<file path="src/rtl/inject_sequencer_pkg.sv">
// Shared micro-opcodes and state encoding for the control-flow inject sequencer.
// Latency: n/a (constants and types only).
// Backpressure: n/a.
package inject_sequencer_pkg;

    localparam logic [15:0] OP_NOP        = 16'h0000;
    localparam logic [15:0] OP_PUSH_PC_HI = 16'h0001;
    localparam logic [15:0] OP_PUSH_PC_LO = 16'h0002;
    localparam logic [15:0] OP_PUSH_CCR   = 16'h0003;
    localparam logic [15:0] OP_POP_CCR    = 16'h0004;
    localparam logic [15:0] OP_POP_PC_LO  = 16'h0005;
    localparam logic [15:0] OP_POP_PC_HI  = 16'h0006;

    localparam int STEP_W = 3;

    typedef enum logic [2:0] {
        ST_IDLE = 3'd0,
        ST_CALL = 3'd1,
        ST_RET  = 3'd2,
        ST_INT  = 3'd3,
        ST_RTI  = 3'd4
    } seq_state_t;

endpackage

</file>
<file path="src/rtl/inject_sequencer_if.sv">
// Bundle between decode/fetch and the inject sequencer.
// Latency: n/a (wires only).
// Backpressure: stall_in freezes the sequencer; requests are held by decode until served.
// Ports: requests (call/ret/rti, int_flag, rdst_value, stall_in) flow master->slave;
//        injection/PC controls (inj_*, pc_*, int_ack, busy) flow slave->master.
interface inject_sequencer_if #(
    parameter int IW  = 16,
    parameter int PCW = 32
);
    logic           call_req;
    logic           ret_req;
    logic           rti_req;
    logic           int_flag;
    logic [15:0]    rdst_value;
    logic           stall_in;
    logic           inj_valid;
    logic [IW-1:0]  inj_instr;
    logic           pc_hold;
    logic           pc_load;
    logic [PCW-1:0] pc_load_value;
    logic           int_ack;
    logic           busy;

    // Decode/fetch side.
    modport master (
        output call_req, ret_req, rti_req, int_flag, rdst_value, stall_in,
        input  inj_valid, inj_instr, pc_hold, pc_load, pc_load_value, int_ack, busy
    );

    // Sequencer side.
    modport slave (
        input  call_req, ret_req, rti_req, int_flag, rdst_value, stall_in,
        output inj_valid, inj_instr, pc_hold, pc_load, pc_load_value, int_ack, busy
    );
endinterface

</file>
<file path="src/rtl/inject_sequencer_uop_rom.sv">
// Micro-op table: maps (state, step) to the injected instruction and step controls.
// Latency: combinational.
// Backpressure: none; the caller freezes state/step to hold outputs.
// Ports: state_i/step_i in; inj_valid_o, inj_instr_o, pc_load_o, last_step_o out.
module seq_uop_rom
    import inject_sequencer_pkg::*;
(
    input  seq_state_t        state_i,
    input  logic [STEP_W-1:0] step_i,
    output logic              inj_valid_o,
    output logic [15:0]       inj_instr_o,
    output logic              pc_load_o,
    output logic              last_step_o
);

    // Out-of-range steps decode as the final step so a corrupted counter
    // always drains back to IDLE instead of locking up.
    always_comb begin
        inj_valid_o = 1'b0;
        inj_instr_o = OP_NOP;
        pc_load_o   = 1'b0;
        last_step_o = 1'b0;
        case (state_i)
            ST_CALL: begin
                case (step_i)
                    3'd0:    begin inj_valid_o = 1'b1; inj_instr_o = OP_PUSH_PC_HI; end
                    3'd1:    begin inj_valid_o = 1'b1; inj_instr_o = OP_PUSH_PC_LO; end
                    default: begin pc_load_o = 1'b1; last_step_o = 1'b1; end
                endcase
            end
            ST_RET: begin
                inj_valid_o = 1'b1;
                case (step_i)
                    3'd0:    inj_instr_o = OP_POP_PC_LO;
                    3'd1:    inj_instr_o = OP_POP_PC_HI;
                    3'd2:    inj_instr_o = OP_NOP;
                    default: last_step_o = 1'b1;
                endcase
            end
            ST_INT: begin
                case (step_i)
                    3'd0:    begin inj_valid_o = 1'b1; inj_instr_o = OP_PUSH_PC_HI; end
                    3'd1:    begin inj_valid_o = 1'b1; inj_instr_o = OP_PUSH_PC_LO; end
                    3'd2:    begin inj_valid_o = 1'b1; inj_instr_o = OP_PUSH_CCR; end
                    default: begin pc_load_o = 1'b1; last_step_o = 1'b1; end
                endcase
            end
            ST_RTI: begin
                inj_valid_o = 1'b1;
                case (step_i)
                    3'd0:    inj_instr_o = OP_POP_CCR;
                    3'd1:    inj_instr_o = OP_POP_PC_LO;
                    3'd2:    inj_instr_o = OP_POP_PC_HI;
                    3'd3:    inj_instr_o = OP_NOP;
                    default: last_step_o = 1'b1;
                endcase
            end
            default: ;
        endcase
    end

endmodule

</file>
<file path="src/rtl/inject_sequencer.sv">
// Arbitrated sequencer for CALL/RET/RTI/interrupt entry driving fetch injection and PC load.
// Latency: request sampled at edge N, first step outputs in cycle N+1; int edge -> INT step 0 two cycles after.
// Backpressure: stall_in freezes state, step, target and outputs; int edge capture keeps running.
// Ports: clk, reset (sync, active-low); bus (slave modport) carries requests in and controls out.
module inject_sequencer
    import inject_sequencer_pkg::*;
#(
    parameter int             IW         = 16,
    parameter int             PCW        = 32,
    parameter logic [PCW-1:0] INT_VECTOR = '0
) (
    input  logic              clk,
    input  logic              reset,
    inject_sequencer_if.slave bus
);

    seq_state_t        state_q, state_d;
    logic [STEP_W-1:0] step_q, step_d;
    logic [15:0]       target_q, target_d;
    logic              int_flag_q;
    logic              int_pending_q, int_pending_d;

    logic              rom_inj_valid;
    logic [15:0]       rom_inj_instr;
    logic              rom_pc_load;
    logic              rom_last_step;

    seq_uop_rom u_rom (
        .state_i     (state_q),
        .step_i      (step_q),
        .inj_valid_o (rom_inj_valid),
        .inj_instr_o (rom_inj_instr),
        .pc_load_o   (rom_pc_load),
        .last_step_o (rom_last_step)
    );

    always_ff @(posedge clk) begin
        if (!reset) begin
            state_q       <= ST_IDLE;
            step_q        <= '0;
            target_q      <= '0;
            int_flag_q    <= 1'b0;
            int_pending_q <= 1'b0;
        end else begin
            state_q       <= state_d;
            step_q        <= step_d;
            target_q      <= target_d;
            int_flag_q    <= bus.int_flag;
            int_pending_q <= int_pending_d;
        end
    end

    always_comb begin
        state_d       = state_q;
        step_d        = step_q;
        target_d      = target_q;
        int_pending_d = int_pending_q;

        // Rising edge sets pending; edges while already pending are absorbed.
        if (bus.int_flag && !int_flag_q) begin
            int_pending_d = 1'b1;
        end

        if (!bus.stall_in) begin
            if (state_q == ST_IDLE) begin
                step_d = '0;
                // Decode requests win; a pending interrupt waits for a quiet IDLE cycle.
                if (bus.call_req) begin
                    state_d  = ST_CALL;
                    target_d = bus.rdst_value;
                end else if (bus.ret_req) begin
                    state_d = ST_RET;
                end else if (bus.rti_req) begin
                    state_d = ST_RTI;
                end else if (int_pending_q) begin
                    state_d       = ST_INT;
                    int_pending_d = 1'b0;
                end
            end else if (rom_last_step) begin
                // Always passes through IDLE, which guarantees a gap between sequences.
                state_d = ST_IDLE;
                step_d  = '0;
            end else begin
                step_d = step_q + 1'b1;
            end
        end
    end

    always_comb begin
        bus.inj_valid     = rom_inj_valid;
        bus.inj_instr     = IW'(rom_inj_instr);
        bus.pc_hold       = (state_q != ST_IDLE);
        bus.busy          = (state_q != ST_IDLE);
        bus.pc_load       = rom_pc_load;
        bus.int_ack       = (state_q == ST_INT) && (step_q == '0);
        bus.pc_load_value = '0;
        if (rom_pc_load) begin
            bus.pc_load_value = (state_q == ST_INT) ? INT_VECTOR : PCW'(target_q);
        end
    end

endmodule

</file>
<file path="src/flat_wrapper.sv">
// flat-port wrapper written by rule: the top's interface ports become plain ports
module inject_sequencer_flat import inject_sequencer_pkg::*;
#(
    parameter int             IW         = 16,
    parameter int             PCW        = 32,
    parameter logic [PCW-1:0] INT_VECTOR = '0
)
  (clk, reset, bus_call_req, bus_ret_req, bus_rti_req, bus_int_flag, bus_rdst_value, bus_stall_in, bus_inj_valid, bus_inj_instr, bus_pc_hold, bus_pc_load, bus_pc_load_value, bus_int_ack, bus_busy);
  inject_sequencer_if #(.IW(IW), .PCW(PCW)) bus_i ();
  input  logic clk;
  input  logic reset;
  input wire logic [$bits(bus_i.call_req)-1:0] bus_call_req;
  input wire logic [$bits(bus_i.ret_req)-1:0] bus_ret_req;
  input wire logic [$bits(bus_i.rti_req)-1:0] bus_rti_req;
  input wire logic [$bits(bus_i.int_flag)-1:0] bus_int_flag;
  input wire logic [$bits(bus_i.rdst_value)-1:0] bus_rdst_value;
  input wire logic [$bits(bus_i.stall_in)-1:0] bus_stall_in;
  output wire logic [$bits(bus_i.inj_valid)-1:0] bus_inj_valid;
  output wire logic [$bits(bus_i.inj_instr)-1:0] bus_inj_instr;
  output wire logic [$bits(bus_i.pc_hold)-1:0] bus_pc_hold;
  output wire logic [$bits(bus_i.pc_load)-1:0] bus_pc_load;
  output wire logic [$bits(bus_i.pc_load_value)-1:0] bus_pc_load_value;
  output wire logic [$bits(bus_i.int_ack)-1:0] bus_int_ack;
  output wire logic [$bits(bus_i.busy)-1:0] bus_busy;
  assign bus_i.call_req = bus_call_req;
  assign bus_i.ret_req = bus_ret_req;
  assign bus_i.rti_req = bus_rti_req;
  assign bus_i.int_flag = bus_int_flag;
  assign bus_i.rdst_value = bus_rdst_value;
  assign bus_i.stall_in = bus_stall_in;
  assign bus_inj_valid = bus_i.inj_valid;
  assign bus_inj_instr = bus_i.inj_instr;
  assign bus_pc_hold = bus_i.pc_hold;
  assign bus_pc_load = bus_i.pc_load;
  assign bus_pc_load_value = bus_i.pc_load_value;
  assign bus_int_ack = bus_i.int_ack;
  assign bus_busy = bus_i.busy;
  inject_sequencer #(.IW(IW), .PCW(PCW), .INT_VECTOR(INT_VECTOR)) u_core (.clk(clk), .reset(reset), .bus(bus_i));
endmodule
</file>
<file path="config.mk">
export PLATFORM = sky130hd
export DESIGN_NAME = inject_sequencer_flat
export DESIGN_NICKNAME = d
export VERILOG_FILES = /design/src/rtl/inject_sequencer_pkg.sv /design/src/rtl/inject_sequencer_if.sv /design/src/rtl/inject_sequencer_uop_rom.sv /design/src/rtl/inject_sequencer.sv /design/src/flat_wrapper.sv
export SDC_FILE = /design/constraint.sdc
export NUM_CORES = 1
export LEC_CHECK = 0
export CAP_MARGIN = 20
export CORE_UTILIZATION = 25
export CTS_BUF_LIST = sky130_fd_sc_hd__clkbuf_4 sky130_fd_sc_hd__clkbuf_8
export DETAILED_ROUTE_END_ITERATION = 12
export GPL_TIMING_DRIVEN = 0
export PLACE_DENSITY = 0.55
export SKIP_LAST_GASP = 1
export SLEW_MARGIN = 25
export SYNTH_ARGS = -nofsm -noshare
export SYNTH_HDL_FRONTEND = slang
export SYNTH_SLANG_ARGS = --single-unit
</file>
<file path="constraint.sdc">
create_clock -name clk -period 1.83 [get_ports clk]
set_clock_uncertainty 0.2 [all_clocks]
set_input_delay 0.183 -clock clk [delete_from_list [all_inputs] [get_ports clk]]
set_output_delay 0.183 -clock clk [all_outputs]
set_load 0.1 [all_outputs]
</file>
=== Yosys cells after proc, flatten, opt, wreduce, memory -nomap -nowiden ===
Index checks and enable logic that the tools add are counted.

* $add $sub $neg: 1
* $mul: 0
* Divide/modulo/power cells: 0
* Magnitude comparators: 0
* Equality and inequality tests: 8
* Shift-type cells: 0
* Mux-type cells: 30
* Bitwise logic cells: 1
* Reduce and logical (&&, ||, !) cells: 14

{| class="wikitable"
|+ Operators with widths
! operator !! number
|-
| 32-bit 2-to-1 mux || 1
|-
| 3-bit 2-to-1 mux || 8
|-
| 16-bit 2-to-1 mux || 1
|-
| 3-bit by 2-bit == test with 1-bit output (second input constant) || 4
|-
| 1-bit 2-to-1 mux || 12
|-
| 3-bit one-hot mux with 4 select lines || 1
|-
| 3-bit one-hot mux with 3 select lines || 1
|-
| 3-bit by 1-bit == test with 1-bit output (second input constant) || 2
|-
| 3-bit zero test || 2
|-
| 1-bit one-hot mux with 3 select lines || 2
|-
| 2-bit one-hot mux with 3 select lines || 1
|-
| 3-bit one-hot mux with 2 select lines || 1
|-
| 3-bit AND reduction || 2
|-
| 2-bit OR reduction || 3
|-
| 5-bit by 4-bit inequality test with 1-bit output (second input constant) || 1
|-
| 2-bit one-hot mux with 2 select lines || 1
|-
| 4-bit OR reduction || 1
|-
| 3-bit by 1-bit adder with 3-bit output (second input constant) || 1
|-
| 3-bit == test (second input constant) || 1
|-
| 3-bit nonzero test || 1
|-
| 3-bit OR reduction || 1
|-
| 1-bit logical AND || 2
|-
| 1-bit one-hot mux with 2 select lines || 1
|-
| 2-bit nonzero test || 1
|-
| 2 further kinds || 2
|}

* Bits in registers: 24
* Bits in latches: 0
* RAM bits: 0
* ROM bits: 0
* Input bits: 23
* Logic and storage cells: 59
* Memories kept: 0

=== Depth between registers and ports, before layout ===
Gate-level depths: netlist of the first run.

* Depth after elaboration: 9
* Depth in mapped cells: 7
* Mapped depth without buffers: 7

=== Hierarchy ===
Synthesis of the first run repeated with hierarchy kept, for this count alone.

* Cell total of the unflattened synthesis: 195
* Area, all modules: 1592.8 sq um

{| class="wikitable"
|+ By module, submodules not included
! module !! instances !! cells each !! area each (sq um) !! sequential area each (sq um)
|-
| inject_sequencer || 1 || 151 || 1287.5 || 480.5
|-
| seq_uop_rom || 1 || 44 || 305.3 || 0.0
|}

=== Worst setup path after synthesis of the first run ===
OpenSTA, ideal clock, no wires.

* Path kind: register to output
* Start point: register u_core.step_q[1]
* End point: output port bus_pc_load
* Data arrival time: 3.271 ns
* Data required time: 1.447 ns
* Setup slack: -1.824 ns
* Stages on the path, launching flop included: 6
* Cell sequence: dfxtp_1 inv_1 ha_1 nor3_1 o21ai_1 a21boi_0

* Longest elaborated chain between the ends: 4
* Elaborated cells on any way between the ends: 8

{| class="wikitable"
|+ Ends and longest elaborated chain
! what !! line !! text
|-
| start, declared || inject_sequencer.sv:18 || <nowiki>logic [STEP_W-1:0] step_q, step_d;</nowiki>
|-
| start signal, assigned || inject_sequencer.sv:46 || <nowiki>step_q <= step_d;</nowiki>
|-
| 3-bit by 2-bit == test with 1-bit output, or another cell as far along || inject_sequencer_uop_rom.sv:41 || <nowiki>case (step_i)</nowiki>
|-
| 3-bit OR reduction (no line) / 2-bit OR reduction (equally long branches) || -- ||
|-
| 1-bit 2-to-1 mux (on tied branches) || inject_sequencer_uop_rom.sv:41, inject_sequencer_uop_rom.sv:25 ||
|-
| 1-bit one-hot mux with 2 select lines (*) || inject_sequencer_uop_rom.sv:23 || <nowiki>case (state_i)</nowiki>
|-
| end, declared || flat_wrapper.sv:21 || <nowiki>output wire logic [$bits(bus_i.pc_load)-1:0] bus_pc_load;</nowiki>
|}

Mark *: on every way between the ends. The rest lies on a longest branch, timed or not.

=== Final worst setup path of the first run ===
* Start point: register u_core.step_q[1]
* End point: output port bus_inj_instr[2]

* Longest elaborated chain between the ends: 3
* Elaborated cells on any way between the ends: 6

{| class="wikitable"
|+ Ends and longest elaborated chain
! what !! line !! text
|-
| 3-bit by 2-bit == test with 1-bit output, or another cell as far along || inject_sequencer_uop_rom.sv:50 || <nowiki>case (step_i)</nowiki>
|-
| 3-bit one-hot mux with 3 select lines / 3-bit one-hot mux with 2 select lines (equally long branches) || inject_sequencer_uop_rom.sv:50, inject_sequencer_uop_rom.sv:33 ||
|-
| 3-bit one-hot mux with 4 select lines (*) || inject_sequencer_uop_rom.sv:23 ||
|-
| end, declared || flat_wrapper.sv:19 || <nowiki>output wire logic [$bits(bus_i.inj_instr)-1:0] bus_inj_instr;</nowiki>
|}

Marked as above.

==> metrics, run 1 <==
CP delay by family, top=simple AND/OR/NAND/NOR gates; Core Area=6030 um2; Top-Level Pins=76; overall power of the completed layout=1900 uW; Worst R2R Start=u_core.step_q[0]; drt total wl=3930 um; Clk pwr share=17.6%; number of flops mapped to enable cells by yosys=0; P_int=1060 uW; placed cells=345; Final ANT Viol Nets=0; global-route wire length before repair=6030 um; leakage=0.00128 uW; clock slew at reported path FFs=80 ps; drt drc=0; Synthesis Warnings=0; crit-path cells=inv_4 > ha_4 > nor3_2 > or4_4 > a21oi_4 > buf_12; number of vias per cell=4.02; vias in the first global route=1,322; Worst Hold Class=primary input to register; Worst Path Class, Setup=register to output port; flop-to-flop setup slack=-190 ps; 1st-pass router iterations=3; Syn Std Cell Area=1580 um2; fmax=479 MHz; Synth Register Bits=24; Max clock buf depth=2; Crit. Startpoint=u_core.step_q[1]; Total Negative Setup Slacks=-4530 ps; Avg WL per Cell=10.5 um; GPL Wtd Cong=0.751; Initial Utilization=26.3%; H-tree level count=1; CP Depth=6; Gate power share=51.6%; die area=6650 um2; met1 Track Usage GR=14.8%; antenna violations before repair=0; cts hold-fix bufs=0; Skew-Pair Late Insertion Delay=260 ps; power share of the sequential group=30.7%; Avg Cell Area, Syn=8.03 um2; gr usage total=11.7%; failing checks=negative setup slack; Overflow after GRT=0; CP Buf/Inv Count=2; Finished Layout Cells=375; fin. max-slew vios=0; layout cells sized above 1=46.3%; pwr dens=651 nW/um2; met3 usage=3.33%; TritonCTS Buffers=3; sequential share of the synthesized area=30.4%; most used routing layer=met2; cell count after synthesis=197; I/O Buffers=45; P&R area growth vs syn=84.7%; NumNets Final=328; top_reg_cell synth=dfxtp_1; Synth async-reset ratio=0%; P_sw=845 uW; RSZ-0062 raised after global routing=true; hpwl dp=2680 um; Setup violations, final=27; # diodes=0; CP Max Fanout=4; CP endpoint=bus_inj_instr[2]; status=finished, violations left; Die X=81.6 um; slowest stage delay, CP=430 ps; Iteration-0 DRC Markers=43; Worst Path Required=1450 ps; Die Ht=81.6 um; TritonCTS sink count=24; CP Launch Type=register; GRT met2 Usage=20.0%; largest net degree at the start of global routing=14; max-cap violations=0; slowest CP cell=or4_4; Tmin final=2090 ps; R2R depth=7; Fin. Hold Viols=0; Synth cell types=42; pre-CTS setup slack=-1340 ps; sw frac=44.4%; Final period util=114%; CTS root buf=clkbuf_8; Via Count=1,508; peak supply drop=0.000592 V; row count=28; crit path DAT=1700 ps; endpoint type of the worst setup path=output port; worst r2r dst=u_core.state_q[2]; TritonCTS clock tree=built; post-route setup slack=-258 ps
==> per-layer routing <==
metal  wire (um)  vias to the layer above
met4          25                        0
met5           0                        -
met3         215                        2
li1            -                      790
met1        1800                      677
met2        1890                       39
==> cells in the mapped netlist, types with 3 or more instances <==
cell type | count | area, um2
nand2_1 | 37 | 139
buf_4 | 31 | 233
dfxtp_1 | 24 | 480
and2_1 | 17 | 106
a21boi_1 | 14 | 105
nor2_1 | 10 | 37.5
a21boi_0 | 4 | 30.0
clkbuf_1 | 4 | 15.0
ha_1 | 4 | 50.1
inv_1 | 4 | 15.0
mux2i_1 | 4 | 40.0
buf_2 | 3 | 15.0
nand3b_1 | 3 | 22.5
nor3_1 | 3 | 15.0
==> kinds of logic after synthesis <==
kind of cell,Yosys count,share of synthesized area (%)
other,1,0.237
xor gates and xnor gates,3,1.66
DFF,24,30.4
AOI/OAI and AO/OA,33,15.3
buffers and inverters,45,19.2
adders and majority gates,5,3.79
muxes,4,2.53
and+or+nand+nor,82,26.9
==> through the flow <==
step           utilization, %  hold WS (ps)  cell area, um2
6_report                 48.5           113            2920
5_1_grt                  48.5           109            2920
4_1_cts                  45.9          98.8            2770
3_5_place_dp             39.5           241            2380
3_3_place_gp             39.5           237            2380
2_1_floorplan               -           105            1840
==> layout by cell type, fill, tap and decap left out, drive strengths merged <==
master,instances
a21boi,18
a21o,1
a21oi,2
a22oi,1
a311oi,1
a31oi,1
a32oi,1
and2,17
and4b,1
buf,86
clkbuf,8
clkdlybuf4s50,21
conb,29
dfxtp,24
ha,4
inv,5
maj3,1
mux2i,4
nand2,37
nand2b,2
nand3b,3
nor2,11
nor2b,2
nor3,4
nor3b,2
o211ai,1
o21ai,5
o22ai,1
o32a,1
or3,1
or3b,1
or4,1
xnor2,2
xor2,1
==> flip-flops by register name, indices dropped and copies added (netlist names) <==
| signal | count |
|---|---|
| u_core.int_pending_q | 1 |
| u_core.target_q | 16 |
| u_core.int_flag_q | 1 |
| u_core.state_q | 3 |
| u_core.step_q | 3 |
==> worst min-delay path by stage <==
stage	from	end	slack, ps	depth (start not counted)
global route	bus_stall_in	u_core.step_q[0]	110	3
global placement	u_core.target_q[12]	u_core.target_q[12]	240	2
floorplan	bus_int_flag	u_core.int_flag_q	100	1
detailed placement	u_core.target_q[13]	u_core.target_q[13]	240	2
CTS	bus_stall_in	u_core.step_q[0]	100	3
finish	bus_stall_in	u_core.step_q[0]	110	3
==> tightest hold or removal path, stage by stage <==
cell and delay (ps):
buf_2 170, xor2_1 150, nor2_1 50
==> power groups by stage <==
stage	combinational, uW	clock (uW)	sequential [uW]
after floorplan	734	0	587
after global placement	871	0	592
after detailed placement	873	0	592
after CTS	930	349	586
after global routing	1030	371	590
final	982	335	584
==> layout make-up <==
class                      instances  area [um2]
inverter                           5        23.8
buffer                            40         320
tap                               75        93.8
clock buffer                       4        48.8
sequential                        24         494
multi-input combinational        156        1080
timing repair buffer              71         860
fill                             591        3100
==> timing repair <==
item / 4_1_cts / 5_1_grt
endpoints found under the setup margin: 39 / 39
pin swaps: 10 / 10
buffers inserted: 10 / 14
cloned: 1 / 1
resized for setup: 225 / 17
(Power assumes the default switching activity.)
==> run 2, diff against run 1 <==
--- a/config.mk
+++ b/config.mk
@@ -10,7 +10,7 @@
 export CTS_BUF_LIST = sky130_fd_sc_hd__clkbuf_4 sky130_fd_sc_hd__clkbuf_8
 export DETAILED_ROUTE_END_ITERATION = 12
 export GPL_TIMING_DRIVEN = 0
-export PLACE_DENSITY = 0.55
+export PLACE_DENSITY = 0.53
 export SKIP_LAST_GASP = 1
 export SLEW_MARGIN = 25
 export SYNTH_ARGS = -nofsm -noshare
==> constraint.sdc (replaced) <==
create_clock -name clk -period 2.6 [get_ports clk]
set_clock_uncertainty 0.2 [all_clocks]
set_input_delay 0.26 -clock clk [delete_from_list [all_inputs] [get_ports clk]]
set_output_delay 0.26 -clock clk [all_outputs]
set_load 0.1 [all_outputs]
==> run 2 against run 1 <==
The flow now finishes without violations. Clock power barely moved. Combinational power fell by 41%. Sequential cell count did not move. Worst hold slack improved by 92 ps. Via count fell by 9.5%. Register-to-register slack improved by 710 ps. Cell count fell by 6.9%. Critical path type unchanged. Critical endpoint is now bus_int_ack. Largest cell class is now multi-input combinational cells. Largest power group unchanged.
==> metrics, run 2 (synthesis gave the netlist of run 1 again) <==
# diodes=0; Worst Path Class, Setup=register to output port; NumNets Final=302; Die Ht=81.6 um; Skew-Pair Late Insertion Delay=270 ps; Worst R2R Start=u_core.step_q[1]; Initial Utilization=26.3%; dpl cell area=2250 um2; cts hold-fix bufs=0; most common cell after layout, fill and taps aside=buf_4; slowest CP cell=dlygate4sd2_1; slowest stage delay, CP=850 ps; crit path DAT=2010 ps; row count=28; drt drc=0; Fin. Hold Viols=0; TritonCTS clock tree=built; vias in the first global route=1,176; Avg WL per Cell=9.82 um; total setup buffers inserted after CTS=0; R2R depth=7; Fillers=656; Top-Level Pins=76; TritonCTS sink count=24; worst r2r dst=u_core.state_q[0]; RSZ-0062 raised after global routing=true; peak supply drop=0.000315 V; P&R area growth vs syn=45.2%; CTS root buf=clkbuf_8; global-route wire length before repair=5480 um; Via Count=1,365; gr usage total=10.7%; status=complete, no violations; fmax=405 MHz; layout cells sized above 1=27.4%; Final period util=94.9%; WHS Endpoint=u_core.step_q[0]; max FFs per register=16; Top reg by flops=u_core.target_q; pwr dens=573 nW/um2; Final Util=38.1%; pre-CTS setup slack=-796 ps; Worst Path Required=2140 ps; Hold Path Stages=3; Worst Min Path Start=bus_stall_in; most frequent cells in the layout=buf_4, nand2_1, conb_1, dfxtp_1, clkdlybuf4s50_1; Iteration-0 DRC Markers=57; drt total wl=3430 um; Max clock buf depth=2; Rel. slew slack=35.6%; GPL Wtd Cong=0.788; overall power of the completed layout=1320 uW; CP Launch Type=register; Die X=81.6 um; Slew @ Worst Pin=963 ps; max-cap violations=0; hpwl dp=2660 um; leakage=0.00104 uW; antenna violations before repair=0; CP Buf/Inv Count=2; Largest regs=u_core.target_q (16), u_core.state_q (3), u_core.step_q (3); endpoint type of the worst setup path=output port; clock slew at reported path FFs=90 ps; TritonCTS Buffers=3; crit-path cells=inv_1 > ha_1 > and4b_1 > dlygate4sd2_1; Core Area=6030 um2; CP delay by family, top=buffers and inverters; Tmin final=2470 ps; die area=6650 um2; CP Max Fanout=6; Overflow after GRT=0; Worst Hold Class=primary input to register; 1st-pass router iterations=4; largest net degree at the start of global routing=15; I/O Buffers=45; final instance area=2300 um2; number of vias per cell=3.91; Setup violations, final=0; H-tree level count=1; fin. max-slew vios=0; Final ANT Viol Nets=0; flop-to-flop setup slack=520 ps; post-route setup slack=133 ps
-- run 2: cell count changes in the layout (fill, tap and decap cells not counted), sizes merged --
cell           change
bufinv             +1
buf               -36
dlymetal6s2s       +1
clkdlybuf4s50      +1
clkdlybuf4s15      +6
dlygate4sd2        +1
-- run 2: tightest hold or removal path, cell delays in order --
cell and delay [ps]:
buf_2 200, xor2_1 100, nor2_1 70
-- run 2: metal layers --
| metal | track usage (%) | vias to the layer above | wire length [um] |
|---|---|---|---|
| met1 | 13.8 | 574 | 1640 |
| met2 | 17.3 | 45 | 1510 |
| met4 | 3.16 | 0 | 23 |
| met3 | 2.78 | 4 | 262 |
| met5 | 0 | - | 0 |
| li1 | - | 742 | - |
-- run 2: worst max-delay path by stage --
stage	startpoint	to	slack (ps)	cells after the start
2_1_floorplan	u_core.step_q[1]	bus_pc_load	-390	5
3_3_place_gp	u_core.step_q[2]	bus_pc_load_value[9]	-820	6
3_5_place_dp	u_core.step_q[1]	bus_pc_load_value[2]	-800	5
4_1_cts	u_core.step_q[2]	bus_pc_load_value[2]	-140	6
5_1_grt	u_core.step_q[1]	bus_pc_load_value[2]	-20	5
6_report	u_core.step_q[1]	bus_int_ack	130	4
-- run 2: final cells by class --
| class | count | area, um2 | area share, % |
|---|---|---|---|
| timing repair buffer | 45 | 414 | 18.0 |
| clock buffer | 3 | 41.3 | 1.80 |
| inverter | 5 | 18.8 | 0.817 |
| clock inverter | 1 | 30.0 | 1.31 |
| tap | 75 | 93.8 | 4.08 |
| buffer | 40 | 285 | 12.4 |
| multi-input combinational | 156 | 935 | 40.7 |
| sequential | 24 | 480 | 20.9 |
-- run 2: power by group --
part           internal (uW)  switching [uW]  total (uW)
Combinational            150             428         579
Sequential               392            13.7         405
Clock                    206             126         332
-- run 2: timing repair --
item                                    in CTS  in global routing
gates cloned                                 0                  0
gates resized for setup                    100                 12
endpoints found under the setup margin      22                 16
pin swaps                                    0                  0
-- run 2: through the flow --
step	cells	hold WS [ps]	TNS, ps
after floorplan	225	182	-394
after global placement	345	237	-11950
after detailed placement	345	241	-11550
after CTS	349	205	-148
after global routing	349	213	-21.9
final	349	205	0
==> run 3, diff against run 2 <==
--- a/config.mk
+++ b/config.mk
@@ -6,11 +6,13 @@
 export NUM_CORES = 1
 export LEC_CHECK = 0
 export CAP_MARGIN = 20
+export CORE_ASPECT_RATIO = 0.75
 export CORE_UTILIZATION = 25
 export CTS_BUF_LIST = sky130_fd_sc_hd__clkbuf_4 sky130_fd_sc_hd__clkbuf_8
 export DETAILED_ROUTE_END_ITERATION = 12
 export GPL_TIMING_DRIVEN = 0
-export PLACE_DENSITY = 0.53
+export PLACE_DENSITY_LB_ADDON = 0.3
+export SKIP_CTS_REPAIR_TIMING = 1
 export SKIP_LAST_GASP = 1
 export SLEW_MARGIN = 25
 export SYNTH_ARGS = -nofsm -noshare
==> run 3 against run 2 <==
Design area shrank 2.9%. Combinational power is essentially flat. Die area is essentially flat. Routed wire length grew 3.4%. First-iteration DRC count grew 3.5%. Worst setup slack lost 16 ps. Global-route usage shrank 0.13 points. Sequential cell count is the same. Via count grew 1.8%. Critical path depth grew 2. Register-to-register slack lost 20 ps. Critical path type unchanged.
==> metrics, run 3 (synthesis gave the netlist of run 1 again) <==
Rel. slew slack=35.1%; antenna violations before repair=0; Die X=93.9 um; TritonCTS clock tree=built; placed cells=348; CP Max Fanout=10; Setup violations, final=0; Top reg by flops=u_core.target_q; Largest regs=u_core.target_q (16), u_core.state_q (3), u_core.step_q (3); Top-Level Pins=76; slowest stage delay, CP=450 ps; fin. max-slew vios=0; Via Count=1,390; Fin. Hold Viols=0; CP Launch Type=register; leakage=0.00104 uW; Skew-Pair Late Insertion Delay=260 ps; clock slew at reported path FFs=80 ps; Avg WL per Cell=10.1 um; 1st-pass router iterations=4; Final ANT Viol Nets=0; Overflow after GRT=0; drt total wl=3540 um; peak supply drop=0.000185 V; Max clock buf depth=2; status=complete, no violations; fmax=403 MHz; NumNets Final=302; Finished Layout Cells=351; GPL Wtd Cong=0.794; crit path DAT=2020 ps; P&R area growth vs syn=40.9%; largest net degree at the start of global routing=13; slowest CP cell=clkbuf_2; I/O Buffers=45; RSZ-0062 raised after global routing=true; drt drc=0; TritonCTS Buffers=3; Core Area=5950 um2; CP dominant cell by count=clkbuf_2; Worst Path Class, Setup=register to output port; Tmin final=2480 ps; H-tree level count=1; most common cell after layout, fill and taps aside=nand2_1; global-route wire length before repair=5560 um; gr usage total=10.5%; endpoint type of the worst setup path=output port; number of vias per cell=3.96; layout cells sized above 1=27.5%; pwr dens=536 nW/um2; max FFs per register=16; die area=6660 um2; Iteration-0 DRC Markers=59; Worst Hold Class=primary input to register; vias in the first global route=1,205; hpwl dp=2700 um; Final period util=95.5%; crit-path cells=buf_6 > nor2_2 > nor3_2 > clkbuf_2 > and2_1 > clkbuf_2; most frequent cells in the layout=nand2_1, buf_4, conb_1, dfxtp_1, clkdlybuf4s50_1; Die Ht=70.9 um; TritonCTS sink count=24; CTS root buf=clkbuf_8; Initial Utilization=26.6%; max-cap violations=0; Slew @ Worst Pin=972 ps; # diodes=0; Worst Path Required=2140 ps; Total Negative Setup Slacks=0 ps; row count=24
[run 3: cell types whose count changed in the layout (fill, tap and decap cells not counted), sizes merged]
cell,before,now
dlygate4sd2,1,0
buf,50,38
clkdlybuf4s15,6,0
dlymetal6s2s,1,2
clkbuf,8,26
bufinv,1,0
[run 3: routing by layer]
| layer | track usage, % | part of all wire (%) | vias up |
|---|---|---|---|
| met4 | 1.54 | 0.48 | 0 |
| met1 | 14.1 | 49 | 620 |
| met5 | 0 | 0 | - |
| met2 | 17.2 | 46 | 31 |
| li1 | - | - | 737 |
| met3 | 3.12 | 5.0 | 2 |
[run 3: critical path: cells and delay by family, from the launching register on]
kind	cells	cell delay, ps
simple gates	3	550
flops	1	330
buf+inv	3	890
[run 3: final timing paths]
path	start	endpoint	slack [ps]	cells past startpoint
worst max register to register	u_core.step_q[0]	u_core.state_q[0]	500	7
worst min register to register	u_core.target_q[1]	u_core.target_q[1]	250	2
worst max-delay path	u_core.step_q[2]	bus_pc_load_value[7]	120	6
worst min-delay path	bus_stall_in	u_core.step_q[0]	200	3
[run 3: through the flow]
step	power [uW]	instance area, um2	worst slack, ps	hold slack (ps)	util (%)
CTS	1220	2290	-985	198	38.6
global placement	1000	2250	-662	237	37.9
global route	1260	2230	-34.5	208	37.5
detailed placement	1000	2250	-685	242	37.9
floorplan	902	1700	-394	182	-
finish	1200	2230	117	204	37.5
[run 3: cell type report]
type | instances | area (um2)
Sequential cell | 24 | 482
Timing Repair Buffer | 45 | 382
Clock buffer | 3 | 41.3
Inverter | 5 | 18.8
Multi-Input combinational cell | 156 | 923
Buffer | 40 | 287
Fill cell | 632 | 3710
Tap cell | 78 | 97.6
[run 3: power breakdown]
part	internal (uW)	leakage, uW	switching, uW
clock network	103	0.0000216	108
logic	149	0.000826	430
registers	392	0.000196	14.1
total	644	0.00104	552
